<file path="src/rtl/multicycle_ctrl_if.sv">
// Instruction codes, FSM states and the memory handshake bundle.
// master: controller side (req/we out, ready in); slave: memory side.
package multicycle_ctrl_pkg;

  localparam logic [5:0] C_ADDU = 6'd1;
  localparam logic [5:0] C_SUBU = 6'd2;
  localparam logic [5:0] C_JR   = 6'd3;
  localparam logic [5:0] C_SLL  = 6'd4;
  localparam logic [5:0] C_ORI  = 6'd5;
  localparam logic [5:0] C_LW   = 6'd6;
  localparam logic [5:0] C_SW   = 6'd7;
  localparam logic [5:0] C_BEQ  = 6'd8;
  localparam logic [5:0] C_LUI  = 6'd9;
  localparam logic [5:0] C_JAL  = 6'd10;
  localparam logic [5:0] C_J    = 6'd11;

  typedef enum logic [2:0] {
    S_IDLE   = 3'd0,
    S_FETCH  = 3'd1,
    S_DECODE = 3'd2,
    S_EXEC   = 3'd3,
    S_MEM    = 3'd4,
    S_WB     = 3'd5,
    S_ERROR  = 3'd7
  } state_t;

endpackage

interface multicycle_ctrl_if;
  logic imem_req_out;
  logic imem_ready_in;
  logic dmem_req_out;
  logic dmem_we_out;
  logic dmem_ready_in;

  modport master (
    output imem_req_out,
    output dmem_req_out,
    output dmem_we_out,
    input  imem_ready_in,
    input  dmem_ready_in
  );

  modport slave (
    input  imem_req_out,
    input  dmem_req_out,
    input  dmem_we_out,
    output imem_ready_in,
    output dmem_ready_in
  );
endinterface

</file>
<file path="src/rtl/multicycle_ctrl.sv">
// Multicycle MIPS sequencer: FETCH/DECODE/EXEC/MEM/WB with memory waits,
// illegal-code pulse and sticky bus timeout. Optional MULTICYCLE_CTRL_PERF_EN
// adds cycle_cnt_out/retire_cnt_out. Ports: clk, reset_n, bus (memory
// handshake), instrCode_in, zero_in, datapath strobes, state_out, err_out.
module multicycle_ctrl
  import multicycle_ctrl_pkg::*;
#(
  parameter int TIMEOUT_W      = 8,
  parameter int TIMEOUT_CYCLES = 255
) (
  input  logic                   clk,
  input  logic                   reset_n,
  multicycle_ctrl_if.master      bus,
  input  logic [5:0]             instrCode_in,
  input  logic                   zero_in,
  output logic                   pc_write_out,
  output logic [1:0]             pc_src_out,
  output logic                   ir_write_out,
  output logic                   reg_write_out,
  output logic [1:0]             reg_dst_out,
  output logic [1:0]             wd_src_out,
  output logic [2:0]             alu_op_out,
  output logic                   alu_src_b_out,
  output logic                   ext_op_out,
  output logic [2:0]             state_out,
  output logic                   illegal_out,
  output logic                   err_out
`ifdef MULTICYCLE_CTRL_PERF_EN
  ,
  output logic [31:0]            cycle_cnt_out,
  output logic [31:0]            retire_cnt_out
`endif
);

  localparam bit TO_EN = TIMEOUT_CYCLES > 0;
  localparam logic [TIMEOUT_W-1:0] TO_LAST =
    TIMEOUT_W'(TIMEOUT_CYCLES - 1);

  state_t               state_q;
  state_t               state_d;
  logic [TIMEOUT_W-1:0] wait_q;
  logic                 err_q;
  logic                 to_hit;

  logic is_addu, is_subu, is_sll, is_ori, is_lui;
  logic is_lw, is_sw, is_beq, is_j, is_jal, is_jr;
  logic is_r, is_exec;

  assign is_addu = instrCode_in == C_ADDU;
  assign is_subu = instrCode_in == C_SUBU;
  assign is_sll  = instrCode_in == C_SLL;
  assign is_ori  = instrCode_in == C_ORI;
  assign is_lui  = instrCode_in == C_LUI;
  assign is_lw   = instrCode_in == C_LW;
  assign is_sw   = instrCode_in == C_SW;
  assign is_beq  = instrCode_in == C_BEQ;
  assign is_j    = instrCode_in == C_J;
  assign is_jal  = instrCode_in == C_JAL;
  assign is_jr   = instrCode_in == C_JR;

  assign is_r    = is_addu | is_subu | is_sll;
  assign is_exec = is_r | is_ori | is_lui
                 | is_lw | is_sw | is_beq;

  // Fires on the wait cycle that would bring the count to the limit.
  assign to_hit = TO_EN && (wait_q == TO_LAST);

  always_comb begin
    state_d          = state_q;
    bus.imem_req_out = 1'b0;
    bus.dmem_req_out = 1'b0;
    bus.dmem_we_out  = 1'b0;
    pc_write_out     = 1'b0;
    pc_src_out       = 2'd0;
    ir_write_out     = 1'b0;
    reg_write_out    = 1'b0;
    reg_dst_out      = 2'd0;
    wd_src_out       = 2'd0;
    alu_op_out       = 3'd0;
    alu_src_b_out    = 1'b0;
    ext_op_out       = 1'b0;
    illegal_out      = 1'b0;
    unique case (state_q)
      S_IDLE: state_d = S_FETCH;
      S_FETCH: begin
        bus.imem_req_out = 1'b1;
        if (bus.imem_ready_in) begin
          ir_write_out = 1'b1;
          pc_write_out = 1'b1;
          state_d      = S_DECODE;
        end else if (to_hit) begin
          state_d = S_ERROR;
        end
      end
      S_DECODE: begin
        state_d = S_FETCH;
        unique case (1'b1)
          is_j: begin
            pc_write_out = 1'b1;
            pc_src_out   = 2'd2;
          end
          is_jal: begin
            pc_write_out  = 1'b1;
            pc_src_out    = 2'd2;
            reg_write_out = 1'b1;
            reg_dst_out   = 2'd2;
            wd_src_out    = 2'd2;
          end
          is_jr: begin
            pc_write_out = 1'b1;
            pc_src_out   = 2'd3;
          end
          is_exec: state_d = S_EXEC;
          default: illegal_out = 1'b1;
        endcase
      end
      S_EXEC: begin
        unique case (1'b1)
          is_addu: alu_op_out = 3'd0;
          is_subu: alu_op_out = 3'd1;
          is_sll:  alu_op_out = 3'd3;
          is_ori: begin
            alu_op_out    = 3'd2;
            alu_src_b_out = 1'b1;
          end
          is_lui: begin
            alu_op_out    = 3'd4;
            alu_src_b_out = 1'b1;
          end
          is_lw | is_sw: begin
            alu_src_b_out = 1'b1;
            ext_op_out    = 1'b1;
          end
          is_beq: begin
            alu_op_out   = 3'd1;
            pc_write_out = zero_in;
            pc_src_out   = 2'd1;
          end
          default: ;
        endcase
        if (is_beq)
          state_d = S_FETCH;
        else if (is_lw | is_sw)
          state_d = S_MEM;
        else
          state_d = S_WB;
      end
      S_MEM: begin
        bus.dmem_req_out = 1'b1;
        bus.dmem_we_out  = is_sw;
        if (bus.dmem_ready_in)
          state_d = is_sw ? S_FETCH : S_WB;
        else if (to_hit)
          state_d = S_ERROR;
      end
      S_WB: begin
        reg_write_out = 1'b1;
        reg_dst_out   = is_r ? 2'd1 : 2'd0;
        wd_src_out    = is_lw ? 2'd1 : 2'd0;
        state_d       = S_FETCH;
      end
      S_ERROR: state_d = S_ERROR;
      default: state_d = S_IDLE;
    endcase
  end

  always_ff @(posedge clk or negedge reset_n) begin
    if (!reset_n) begin
      state_q <= S_IDLE;
      wait_q  <= '0;
      err_q   <= 1'b0;
    end else begin
      state_q <= state_d;
      if (state_d != state_q &&
          (state_d == S_FETCH || state_d == S_MEM))
        wait_q <= '0;
      else if ((state_q == S_FETCH && !bus.imem_ready_in) ||
               (state_q == S_MEM && !bus.dmem_ready_in))
        wait_q <= wait_q + 1'b1;
      if (state_d == S_ERROR)
        err_q <= 1'b1;
    end
  end

  assign state_out = state_q;
  assign err_out   = err_q;

`ifdef MULTICYCLE_CTRL_PERF_EN
  logic [31:0] cyc_q;
  logic [31:0] ret_q;
  logic        busy;
  logic        retire;

  assign busy   = state_q != S_IDLE && state_q != S_ERROR;
  assign retire = state_d == S_FETCH &&
                  (state_q == S_DECODE || state_q == S_EXEC ||
                   state_q == S_MEM || state_q == S_WB);

  always_ff @(posedge clk or negedge reset_n) begin
    if (!reset_n) begin
      cyc_q <= '0;
      ret_q <= '0;
    end else begin
      if (busy)
        cyc_q <= cyc_q + 32'd1;
      if (retire)
        ret_q <= ret_q + 32'd1;
    end
  end

  assign cycle_cnt_out  = cyc_q;
  assign retire_cnt_out = ret_q;
`endif

endmodule

</file>
<file path="src/flat_wrapper.sv">
// flat-port wrapper written by rule: the top's interface ports become plain ports
module multicycle_ctrl_flat import multicycle_ctrl_pkg::*;
#(
  parameter int TIMEOUT_W      = 8,
  parameter int TIMEOUT_CYCLES = 255
)
  (clk, reset_n, instrCode_in, zero_in, pc_write_out, pc_src_out, ir_write_out, reg_write_out, reg_dst_out, wd_src_out, alu_op_out, alu_src_b_out, ext_op_out, state_out, illegal_out, err_out, bus_imem_req_out, bus_dmem_req_out, bus_dmem_we_out, bus_imem_ready_in, bus_dmem_ready_in);
  multicycle_ctrl_if bus_i ();
  input  logic clk;
  input  logic reset_n;
  input  logic [5:0] instrCode_in;
  input  logic zero_in;
  output logic pc_write_out;
  output logic [1:0] pc_src_out;
  output logic ir_write_out;
  output logic reg_write_out;
  output logic [1:0] reg_dst_out;
  output logic [1:0] wd_src_out;
  output logic [2:0] alu_op_out;
  output logic alu_src_b_out;
  output logic ext_op_out;
  output logic [2:0] state_out;
  output logic illegal_out;
  output logic err_out;
  output wire logic [$bits(bus_i.imem_req_out)-1:0] bus_imem_req_out;
  output wire logic [$bits(bus_i.dmem_req_out)-1:0] bus_dmem_req_out;
  output wire logic [$bits(bus_i.dmem_we_out)-1:0] bus_dmem_we_out;
  input wire logic [$bits(bus_i.imem_ready_in)-1:0] bus_imem_ready_in;
  input wire logic [$bits(bus_i.dmem_ready_in)-1:0] bus_dmem_ready_in;
  assign bus_imem_req_out = bus_i.imem_req_out;
  assign bus_dmem_req_out = bus_i.dmem_req_out;
  assign bus_dmem_we_out = bus_i.dmem_we_out;
  assign bus_i.imem_ready_in = bus_imem_ready_in;
  assign bus_i.dmem_ready_in = bus_dmem_ready_in;
  multicycle_ctrl #(.TIMEOUT_W(TIMEOUT_W), .TIMEOUT_CYCLES(TIMEOUT_CYCLES)) u_core (.clk(clk), .reset_n(reset_n), .bus(bus_i), .instrCode_in(instrCode_in), .zero_in(zero_in), .pc_write_out(pc_write_out), .pc_src_out(pc_src_out), .ir_write_out(ir_write_out), .reg_write_out(reg_write_out), .reg_dst_out(reg_dst_out), .wd_src_out(wd_src_out), .alu_op_out(alu_op_out), .alu_src_b_out(alu_src_b_out), .ext_op_out(ext_op_out), .state_out(state_out), .illegal_out(illegal_out), .err_out(err_out));
endmodule
</file>
<file path="config.mk">
export PLATFORM = sky130hd
export DESIGN_NAME = multicycle_ctrl_flat
export DESIGN_NICKNAME = d
export VERILOG_FILES = /design/src/rtl/multicycle_ctrl_if.sv /design/src/rtl/multicycle_ctrl.sv /design/src/flat_wrapper.sv
export SDC_FILE = /design/constraint.sdc
export NUM_CORES = 1
export LEC_CHECK = 0
export CAP_MARGIN = 40
export CORE_MARGIN = 2
export CORE_UTILIZATION = 40
export CTS_CLUSTER_DIAMETER = 80
export CTS_CLUSTER_SIZE = 20
export DETAILED_ROUTE_END_ITERATION = 7
export PLACE_DENSITY_LB_ADDON = 0.3
export SLEW_MARGIN = 20
export SYNTH_ARGS = -nofsm -noshare
export SYNTH_HDL_FRONTEND = slang
export SYNTH_SLANG_ARGS = --single-unit
</file>
<file path="constraint.sdc">
create_clock -name clk -period 2.4 [get_ports clk]
set_input_delay 0.36 -clock clk [delete_from_list [all_inputs] [get_ports clk]]
set_output_delay 0.36 -clock clk [all_outputs]
set_load 0.005 [all_outputs]
</file>
Word-level counts from Yosys, hierarchy flattened
Cells that the tools add are included.
Cells by class
  $add $sub $neg: 1
  equality and inequality tests: 22
  multiplexer cells: 36
  bitwise gates (word level): 8
  reductions and logical operators: 15
Operators by type and width (count)
  equality test 6 x 3 -> 1 bit, second input constant: 4
  equality test 6 x 4 -> 1 bit, second input constant: 4
  2-to-1 mux 1 bit: 18
  2-to-1 mux 3 bit: 6
  one-hot mux 3 bit (6 select lines): 1
  2-to-1 mux 8 bit: 2
  one-hot mux 2 bit (2 select lines): 4
  equality test 3 bit, second input constant: 5
  equality test 6 x 2 -> 1 bit, second input constant: 2
  one-hot mux 3 bit (4 select lines): 1
  adder 8 x 1 -> 8 bit, second input constant: 1
  equality test 8 bit, second input constant: 1
  bitwise OR 1 bit: 8
  equality test 3 x 1 -> 1 bit, second input constant: 2
  equality test 3 x 2 -> 1 bit, second input constant: 2
  equality test 6 x 1 -> 1 bit, second input constant: 1
  OR reduction 2 bit: 3
  OR reduction 3 bit: 2
  2-to-1 mux 2 bit: 2
  OR reduction 4 bit: 1
  logical AND 1 bit: 3
  zero test 3 bit: 1
  != test 3 bit: 1
  one-hot mux 1 bit (3 select lines): 1
  other kinds (4): 6
Storage, ports and cells
  flip-flop bits (word level): 12
  input port bits: 11
  output and inout port bits: 22

Logic depth before layout (Yosys ltp)
  depth in word-level cells: 14
  gate-level depth with buffers: 7

Worst setup path after synthesis
No wires, ideal clock.
  path kind: flip-flop to output port
  start: reg u_core.state_q[0], in the netlist u_core.state_out[0]
  end: out reg_write_out
  arrival: 1832 ps
  required time: 2040 ps
  slack: 208 ps
  cell stages (with the launch flop): 6
  path buffers: 1
  cells stage by stage: dfrtp_1 > buf_6 > or3_1 > or4b_1 > nor3b_2 > nand2b_1
On the way
  word-level cells in the longest chain between the ends: 2
  elaborated cells between the ends (all ways): 3
  those cells by class: eq/ne (2); mux (1)
Ends and longest elaborated chain
  start, declared: line multicycle_ctrl.sv:39  | state_t state_q;
  start signal, assigned: line multicycle_ctrl.sv:173  | state_q <= state_d;
  equality test 3 bit / equality test 3 x 2 -> 1 bit (equally long branches): line multicycle_ctrl.sv:83  | unique case (state_q)
  one-hot mux 1 bit (2 select lines) *: line multicycle_ctrl.sv:83
  end, declared: line flat_wrapper.sv:16  | output logic reg_write_out;
Every way passes the cells marked *; elsewhere a longest branch is shown, timed or not.

Worst setup path after layout
  start: in instrCode_in[5]
  end: out reg_write_out
On the way
  word-level cells in the longest chain between the ends: 3
Ends and longest elaborated chain
  start, declared: line flat_wrapper.sv:11  | input logic [5:0] instrCode_in;
  equality test 6 x 4 -> 1 bit: line multicycle_ctrl.sv:58  | assign is_jal = instrCode_in == C_JAL;
  2-to-1 mux 1 bit: line multicycle_ctrl.sv:97  | unique case (1'b1)
  one-hot mux 1 bit (2 select lines): line multicycle_ctrl.sv:83
Every way passes these cells.

==> summary.md <==
| Metric | Value |
|---|---|
| Number of flops mapped to enable cells by yosys | 0 |
| Part of the Yosys area used for sequential elements | 29.2% |
| Max-cap check violation count | 0 |
| Overall die width | approximately 55 µm |
| Die Outline Area | 0.00299 mm² |
| Worst-case setup margin in the final layout | -0.157 ns |
| Core region area | roughly 0.0025 mm² |
| Crit Path Max Fanout | 3 |
| Distinct cell type count of the synthesized netlist | between 40 and 50 |
| H-tree levels | 1 |
| Avg Inst Size Synth | 8.15 µm² |
| Cell Pwr Density | 763 mW/mm² |
| Post-synth design cell area | 0.00103 mm² |
| Starting Density | 41.8% |
| Worst min-delay path class | primary input to asynchronous set/reset pin |
| Critical-path cell list | clkdlybuf4s50_1, or2_2, or4b_4, buf_6, nor3b_4, nand2b_1, buf_2 |
| Top area cells in the synthesized netlist | sky130_fd_sc_hd__dfrtp_1, sky130_fd_sc_hd__a21oi_1, sky130_fd_sc_hd__xor2_1 |
| Post-route clock period utilization | 107% |
| Final-layout setup total negative slack | -0.465 ns |
| Area share of the leading cell type in the synthesized netlist | 29.2% |
| Critical path buffers and inverters | 3 |
| HPWL reported at the end of detailed placement | 2100 µm |
| FMAX | 0.391 GHz |
| Clock buffer count from CTS | 3 |
| Filler Cell Count | 220 |
| Signed area change from the synthesized netlist to the final layout | 53.7% |
| Detailed Route Iter0 Violations | 23 |
| Transition time at the pin with the least slew margin | between 0.5 and 0.6 ns |
| Run status | finished with violations |
| Crit path largest cell delay | 0.55 ns |
| Endpoint type of the worst setup path | output pin |
| DP Area | ~0.0014 mm² |
| Number of antenna repair diodes | 0 |
| Post-route DRC | 0 |
| Row cnt | 18 |
| Pin count of the biggest net entering global routing | 13 |
| Layout cells sized above 1 | 29.8% |
| Final GP Congestion | between 0.8 and 0.9 |
| Per-cell via count in the routed design | 5.61 |
| Final layout net count | 192 |
| Clock period minus final worst setup slack | between 2 and 3 ns |
| Proportion of synthesized flip-flops having asynchronous set or reset | 100% |
| Cell accounting for the most synthesized area | sky130_fd_sc_hd__dfrtp_1 |
| Warning count from the yosys run | 0 |
| Worst-path cell with the longest stage delay | sky130_fd_sc_hd__or4b_4 |
| Routed wire length | just under 3000 µm |
| Clock tree from TritonCTS | built |
| RSZ-0062 raised after global routing | true |
| Worst-skew pair later-pin latency | 0.27 ns |
| Max transition margin | 63.2% |
| Critical Path Start Type | primary input |
| Wire length of the first global-routing pass | 4570 µm |
| Final antenna-violating net count | 0 |
| Routed wire length per instance | 14.3 µm |
| Peak VDD IR | 0.689 mV |
| Multi-input gate area | between 600 and 700 µm² |
| Number of slew-limit violations in the final report | 0 |
| Number of endpoints failing setup at the final stage | 5 |
| I/O pin count | 33 |
| Leading register cell type out of synthesis | sky130_fd_sc_hd__dfrtp_1 |
| Most common cell in the synthesized netlist | sky130_fd_sc_hd__dfrtp_1 |
| Die Span Y | ~55 µm |
| Count of TritonRoute iterations in the first routing pass | 4 |
| CP Data Arrival Time | 2.20 ns |
| Layout Cells excl Fill | 208 |
| Root buffer selected by CTS | sky130_fd_sc_hd__clkbuf_4 |
| Static leakage | 0.740 nW |
| Ranking of synthesized cells by instance count | sky130_fd_sc_hd__dfrtp_1, sky130_fd_sc_hd__nor2_1, sky130_fd_sc_hd__a21oi_1 |
| Worst path top cell family by delay | simple AND/OR/NAND/NOR gates |
| Clock sinks | 12 |
| Final global-route overflow total | 0 |
| Failing checks | setup timing |
| Fraction of the core area covered by cells at the end of the flow | 64.3% |
| Placed Cells incl. Taps | 193 |
| Overall Global Routing Usage | 20.9% |
| Number of register bits inferred by synthesis | 12 |
| Via Count | 1167 |
| Required @ worst endpoint | 2.04 ns |
| Start-to-end type of the worst setup path | primary input to output pin |
| Cells after Synth | 126 |
| Maximum number of buffers from clock root to sink | 2 |
| Antenna violations before repair | 0 |
| Clk pin slew, worst setup/hold paths | 0.08 ns |
| Setup Skew | 0.00885 ns |
| Design Power | 1.20 mW |
| Fin area | 0.00158 mm² |
| Via count of the first global-routing pass | 1028 |
| Number of input and output port buffers inserted | 32 |
| Total nets after synthesis | 139 |
| FF+latch area | 300 µm² |
| Number of hold-slack violations in the final timing report | 0 |
==> metal layers <==
metal	vias up	track usage, %	wire length [µm]
li1	566	-	-
met5	-	0	0
met2	29	37.5	1550
met1	566	24.5	1240
met3	6	4.92	116
met4	0	5.42	56
==> final timing paths <==
check                                          from                  end  slack (ns)  cells after the start
min in group clk                     u_core.err_out       u_core.err_out        0.47                      1
worst max register to register  u_core.state_out[2]     u_core.wait_q[1]        0.27                      7
worst min register to register       u_core.err_out       u_core.err_out        0.47                      1
worst max-delay path                instrCode_in[5]        reg_write_out       -0.16                      7
worst min-delay path                        reset_n  u_core.state_out[1]        0.44                      1
max in group asynchronous                   reset_n     u_core.wait_q[1]        1.59                      1
==> registers in the layout, indices dropped and copies added (netlist names) <==
register	count
u_core.wait_q	8
u_core.err_out	1
u_core.state_out	3
==> stage by stage <==
| stage | hold WS (ns) | worst slack (ns) |
|---|---|---|
| after global placement | 0.443 | -0.483 |
| final | 0.438 | -0.157 |
| after floorplan | 0.0644 | 0.208 |
| after global routing | 0.462 | -0.230 |
| after CTS | 0.452 | -0.151 |
| after detailed placement | 0.458 | -0.525 |
==> power by group <==
part	internal (mW)	switching [mW]	total [mW]	leakage (nW)
Sequential	0.247	0.0401	0.288	0.154
Clock	0.0922	0.0658	0.158	0.0210
Combinational	0.374	0.385	0.759	0.565
==> layout make-up <==
type                            instances  share of cell area, %
Tap cell                               30                   2.38
Multi-Input combinational cell         98                   44.0
Inverter                                6                   1.43
Timing Repair Buffer                   58                   30.9
Sequential cell                        12                   19.0
Clock buffer                            4                   2.30
==> cells by family after synthesis <==
logic type,count (synthesis),synth area share (%)
buffers and inverters,16,8.04
AOI/OAI and AO/OA,35,24.0
adders and majority gates,2,2.44
xor gates and xnor gates,6,5.12
DFF,12,29.2
and+or+nand+nor,55,31.2
==> timing repair <==
item / 4_1_cts / 5_1_grt
pin swaps: 7 / 5
setup endpoints to repair: 13 / 9
setup buffers: 5 / 6
endpoints found under the hold margin: 0 / 0
hold buffers: 0 / 0
resized for setup: 36 / 10
==> cell usage in the layout (no fill, tap or decap), drive strengths merged, types with 2 or more instances in the layout <==
| cell | instances |
|---|---|
| a21o | 3 |
| a21oi | 11 |
| a221oi | 2 |
| a22oi | 2 |
| a311o | 2 |
| and2 | 2 |
| buf | 32 |
| clkbuf | 5 |
| clkdlybuf4s50 | 17 |
| dfrtp | 12 |
| dlygate4sd2 | 6 |
| dlymetal6s2s | 2 |
| ha | 2 |
| inv | 6 |
| nand2 | 4 |
| nand2b | 6 |
| nand3 | 6 |
| nand4 | 3 |
| nor2 | 11 |
| nor3 | 5 |
| nor3b | 2 |
| nor4 | 3 |
| o21ai | 8 |
| or3 | 3 |
| or3b | 3 |
| xor2 | 5 |
No activity file was read; power rests on OpenSTA's default activity.
